===== config.mk =====
export PLATFORM = sky130hd
export DESIGN_NAME = button_conditioner
export DESIGN_NICKNAME = d
export VERILOG_FILES = /design/src/rtl/button_conditioner.sv
export SDC_FILE = /design/constraint.sdc
export NUM_CORES = 1
export LEC_CHECK = 0
export ABC_AREA = 1
export BUFFER_PORTS_ARGS = -buffer_cell sky130_fd_sc_hd__buf_2
export CAP_MARGIN = 20
export CORE_UTILIZATION = 59
export CTS_CLUSTER_SIZE = 16
export DETAILED_ROUTE_END_ITERATION = 8
export GPL_TIMING_DRIVEN = 1
export PLACE_DENSITY = 0.82
export SLEW_MARGIN = 10
export SYNTH_ARGS = -nofsm -noshare
export SYNTH_HDL_FRONTEND = slang
export SYNTH_SLANG_ARGS = --single-unit
export TNS_END_PERCENT = 100

===== constraint.sdc =====
create_clock -name clk -period 1.7 [get_ports clk]
set_clock_uncertainty 0.1 [all_clocks]
set_input_delay 0.17 -clock clk [delete_from_list [all_inputs] [get_ports clk]]
set_output_delay 0.17 -clock clk [all_outputs]
set_load 0.02 [all_outputs]

===== src/rtl/button_conditioner.sv =====
// button_conditioner
//   Conditions raw push-button inputs for the Pong logic. Each button is brought
//   into the clk domain through a two-flop synchroniser, then debounced using the
//   rising edge of sample_clk (the clock_divider output) as a sample strobe. A new
//   level is accepted only after STABLE_SAMPLES consecutive samples that all
//   differ from the current level. Every accepted change produces a registered,
//   single-clk press or release pulse that lines up with the level change.
//
//   Optional feature (compile-time macro AUTO_REPEAT_EN):
//     While a button stays pressed, extra btn_press pulses are issued
//     HOLD_DELAY ticks after the press and then every REPEAT_PERIOD ticks.
//     When the macro is undefined, each debounced press gives exactly one pulse,
//     and HOLD_DELAY / REPEAT_PERIOD have no effect.
//
// Ports
//   clk          system clock, all logic on its rising edge
//   rst          asynchronous, active-low reset
//   sample_clk   divided clock; each rising edge is one debounce sample
//   btn_in       raw active-high buttons, asynchronous to clk
//   btn_level    debounced level (registered)
//   btn_press    one-clk pulse on debounced 0->1 (plus auto-repeats)
//   btn_release  one-clk pulse on debounced 1->0
module button_conditioner #(
  parameter int N_BTN          = 4,
  parameter int STABLE_SAMPLES = 4,
  parameter int HOLD_DELAY     = 8,
  parameter int REPEAT_PERIOD  = 3
) (
  input  logic             clk,
  input  logic             rst,
  input  logic             sample_clk,
  input  logic [N_BTN-1:0] btn_in,
  output logic [N_BTN-1:0] btn_level,
  output logic [N_BTN-1:0] btn_press,
  output logic [N_BTN-1:0] btn_release
);

  localparam int CNT_W = $clog2(STABLE_SAMPLES) + 1;
  localparam logic [CNT_W-1:0] CNT_LAST = CNT_W'(STABLE_SAMPLES - 1);

  // A zero-length debounce or repeat interval has no meaning.
  if (STABLE_SAMPLES < 1 || HOLD_DELAY < 1 || REPEAT_PERIOD < 1) begin : g_bad_cfg
    $error("button_conditioner: STABLE_SAMPLES, HOLD_DELAY and REPEAT_PERIOD must be >= 1");
  end

  logic [N_BTN-1:0] btn_meta_p0;
  logic [N_BTN-1:0] btn_s;
  logic             sc_q;
  logic             sc_d;
  logic             tick;
  logic [CNT_W-1:0] cnt [N_BTN];
  logic [N_BTN-1:0] change;
  logic [N_BTN-1:0] rep_fire;

  // Stage p0 -> btn_s: two-flop synchroniser; sample_clk edge detector
  always_ff @(posedge clk or negedge rst) begin
    if (!rst) begin
      btn_meta_p0 <= '0;
      btn_s       <= '0;
      sc_q        <= 1'b0;
      sc_d        <= 1'b0;
    end else begin
      btn_meta_p0 <= btn_in;
      btn_s       <= btn_meta_p0;
      sc_q        <= sample_clk;
      sc_d        <= sc_q;
    end
  end

  assign tick = sc_q & ~sc_d;

  // A button accepts its new level on this tick when the last differing
  // sample completes the run.
  always_comb begin
    change = '0;
    for (int i = 0; i < N_BTN; i++) begin
      change[i] = tick && (btn_s[i] != btn_level[i]) && (cnt[i] == CNT_LAST);
    end
  end

  // Stage btn_s -> outputs: debounce counters, level and edge pulses
  always_ff @(posedge clk or negedge rst) begin
    if (!rst) begin
      btn_level   <= '0;
      btn_press   <= '0;
      btn_release <= '0;
      for (int i = 0; i < N_BTN; i++) begin
        cnt[i] <= '0;
      end
    end else begin
      btn_press   <= '0;
      btn_release <= '0;
      if (tick) begin
        for (int i = 0; i < N_BTN; i++) begin
          if (btn_s[i] == btn_level[i]) begin
            // Any agreeing sample throws away the partial run.
            cnt[i] <= '0;
          end else if (change[i]) begin
            cnt[i]       <= '0;
            btn_level[i] <= btn_s[i];
            if (btn_s[i]) begin
              btn_press[i] <= 1'b1;
            end else begin
              btn_release[i] <= 1'b1;
            end
          end else begin
            cnt[i] <= cnt[i] + 1'b1;
          end
          if (rep_fire[i]) begin
            btn_press[i] <= 1'b1;
          end
        end
      end
    end
  end

`ifdef AUTO_REPEAT_EN
  localparam int HOLD_MAX = (HOLD_DELAY > REPEAT_PERIOD) ? HOLD_DELAY : REPEAT_PERIOD;
  localparam int HOLD_W   = $clog2(HOLD_MAX) + 1;

  logic [HOLD_W-1:0] hold_cnt [N_BTN];
  logic [N_BTN-1:0]  rep_phase;  // 0: waiting for HOLD_DELAY, 1: repeating
  logic [N_BTN-1:0]  hold_hit;

  always_comb begin
    hold_hit = '0;
    rep_fire = '0;
    for (int i = 0; i < N_BTN; i++) begin
      hold_hit[i] = (hold_cnt[i] + 1'b1) ==
                    (rep_phase[i] ? HOLD_W'(REPEAT_PERIOD) : HOLD_W'(HOLD_DELAY));
      // No repeat on the tick that releases the button.
      rep_fire[i] = tick && btn_level[i] && !change[i] && hold_hit[i];
    end
  end

  // Hold counter: restarted by every accepted level change, advances per tick
  // while the debounced level is high.
  always_ff @(posedge clk or negedge rst) begin
    if (!rst) begin
      rep_phase <= '0;
      for (int i = 0; i < N_BTN; i++) begin
        hold_cnt[i] <= '0;
      end
    end else begin
      for (int i = 0; i < N_BTN; i++) begin
        if (change[i]) begin
          hold_cnt[i]  <= '0;
          rep_phase[i] <= 1'b0;
        end else if (tick && btn_level[i]) begin
          if (hold_hit[i]) begin
            hold_cnt[i]  <= '0;
            rep_phase[i] <= 1'b1;
          end else begin
            hold_cnt[i] <= hold_cnt[i] + 1'b1;
          end
        end
      end
    end
  end
`else
  assign rep_fire = '0;
`endif

endmodule


==> qor.yml <==
outcome:
  outcome: "complete, no violations"
worst_setup_path:
  crit_fanout: 12
  cp-end-kind: "flip-flop"
  required_ns: 1.81
  crit_path_start_kind: "flip-flop"
  crit_arrival_ns: 1.45
  worstSetupPathType: "reg2reg"
synth:
  yosys_warnings: 0
  seq_area_frac_synth_pct: 61.65
  syn-cell-area_mm2: 0.001380
  syn-instance-count: 141
  avgSynthCellArea_um2: 9.788
  syn_nets: 152
  synth_seq_cells: 34
  yosys.cell_types.count: 14
grt:
  grt_pass1_vias: 1028
  met2_usage_pct: 41.11
  grtUsageMet1_pct: 23.81
  grt_start_max_net_pins: 35
  grt_util_met3_pct: 7.273
  grt_usage_pct: 22.88
  grt_pass1_wl_mm: 4.091
  antenna_found_initial: 0
  grt_busiest_layer: "met2"
  overflow: 0
place:
  place_hpwl_mm: 1.662
  portBuffers: 18
  dpl_cell_area_mm2: 0.001490
  routabilityCongestion: 0.7593
finish:
  final_cell_mix: "nand2_1, dfrtp_1, inv_1"
  antenna_cells: 0
  final_common_cell: "nand2_1"
  areaGrowthSynthToFinish_pct: 15.59
  fin_nets: 182
  finish.instance_area_mm2: 0.001595
  drive_above_1_share_pct: 18.13
power:
  p_leak_nw: 0.9426
  pwr-share-clk_pct: 20.7
  peakVddDrop_mv: 0.8991
  power_switching_w: 0.0006769
  seqPwrFrac_pct: 53.3
  combPwrFrac_pct: 26.0
  p_per_area_mw_per_mm2: 1220
  power_switching_share_pct: 34.79
  p_int_w: 0.001269
timing:
  hold_viol_final: 0
  slew_headroom_pct: 51.60
  fin_setup_tns_ns: 0
  layout_min_cycle_time_ns: 1.340
  max_freq_ghz: 0.7462
  slew_violations: 0
  final-setup-viol-count: 0
  rsz0062_at_grt: "no"
  timing.final.crit_share_pct: 78.83
  worst_pin_slew_ns: 0.7259
drt:
  routed_wl_mm: 2.504
  ant_nets: 0
  initialDrtViolationCount: 17
  drc: 0
  viasPerCell: 5.116
  firstDrtPassIters: 4
  dr_total_vias: 1018
  avgRoutedWirePerCell_um: 12.58
floorplan:
  core_mm2: 0.002212
  start_util_pct: 62.39
  die_area_mm2: 0.002537
  rows: 17
  die_w_um: 50.37
  die_y_um: 50.37
  io_pins: 19
cts:
  htree_levels: 2
  cts.sinks: 34
  clkLatencyLatePin_ns: 0.33
  clk_path_buf_depth: 2
  clkTransAtPathRegs_ns: 0.09
  cts_tree: "done"
  cts-root-buf: "clkbuf_4"
  cts_buffers: 5
  cts_setup_buffers: 0
hold_path:
  min_path_type: "reg2reg"
job:
  maxCapViolCount: 0
## power by group through the flow
stage               Clock [W]  Combinational [W]  Sequential (W)
floorplan                   0           0.000317         0.00107
global placement            0           0.000434         0.00103
finish               0.000403           0.000506         0.00104
global route         0.000437           0.000578         0.00105
CTS                  0.000415           0.000510         0.00103
detailed placement          0           0.000491         0.00105
## flip-flops by register name, summed over array words and instances, names as in the netlist
name and flops:
sc_q 1, btn_level 4, btn_press 4, sc_d 1, cnt 12, btn_release 4, btn_s 4, btn_meta_p0 4
## worst paths after layout
path                                     startpoint                       end  slack, ns  cells past startpoint
min                        btn_meta_p0[1]$_DFF_PN0_        btn_s[1]$_DFF_PN0_       0.25                      0
max reg2reg                          sc_d$_DFF_PN0_  btn_level[2]$_DFFE_PN0P_       0.36                      5
min in group asynchronous                       rst  btn_level[0]$_DFFE_PN0P_       0.33                      2
min reg2reg                btn_meta_p0[1]$_DFF_PN0_        btn_s[1]$_DFF_PN0_       0.25                      0
max in group asynchronous                       rst  btn_level[1]$_DFFE_PN0P_       0.70                      2
max                                  sc_d$_DFF_PN0_  btn_level[2]$_DFFE_PN0P_       0.36                      5
## stage by stage
step                      util, %  power, W  worst slack [ns]  std cells  hold WS, ns
after global routing        72.12  0.002065            0.2392        199       0.2657
final                       72.12  0.001946            0.3599        199       0.2536
after global placement      67.36  0.001469            0.4578        186       0.1513
after CTS                   72.12  0.001960            0.3785        199       0.2574
after detailed placement    67.36  0.001540            0.3912        186       0.1644
after floorplan                 -  0.001383            0.6023        141      -0.2256
## worst max-delay path, stage by stage (launching register included)
cell	delay, ns
dfrtp_1	0.41
nor2_4	0.27
buf_4	0.24
nand3_1	0.08
nand2_1	0.06
nand2_1	0.06
## metal layers
layer / share of wire [%] / vias to the layer above
met4: 2.5 / 0
li1: - / 494
met2: 53 / 37
met3: 4.5 / 7
met1: 40 / 480
met5: 0 / -
## final cells by class
class | instances | area [um^2]
Multi-Input combinational cell | 77 | 401.6
Sequential cell | 34 | 850.8
Timing Repair Buffer | 25 | 157.7
Clock buffer | 7 | 45.04
Inverter | 28 | 105.1
Fill cell | 180 | 616.8
Tap cell | 28 | 35.03
## cells in the mapped netlist
cell type   n  area [um^2]
nand4_1     8        50.05
nand3_1     6        30.03
ha_1        4        50.05
buf_6       2        22.52
a21boi_0    1        7.510
dfrtp_1    34        850.8
nand2_2     2        12.51
inv_1      28        105.1
nor2_4      1        11.26
nor2_1      5        18.77
nand2_1    41        153.9
o21ai_0     2        10.01
a21boi_1    3        22.52
o21ai_2     4        35.03
## cell families (layout without fill, tap and decap cells)
group / Yosys count / in the layout / synth area share (%)
compound gates: 10 / 10 / 5.440
flops: 34 / 34 / 61.65
simple gates: 63 / 63 / 20.04
fa+ha+maj: 4 / 4 / 3.627
buf+inv: 30 / 60 / 9.247
## timing repair
item,in CTS,in global routing
endpoints found under the hold margin,39,0
hold buffers,6,0
gates resized for setup,0,0
setup endpoints to repair,0,0
No activity file was read; power rests on OpenSTA's default activity.
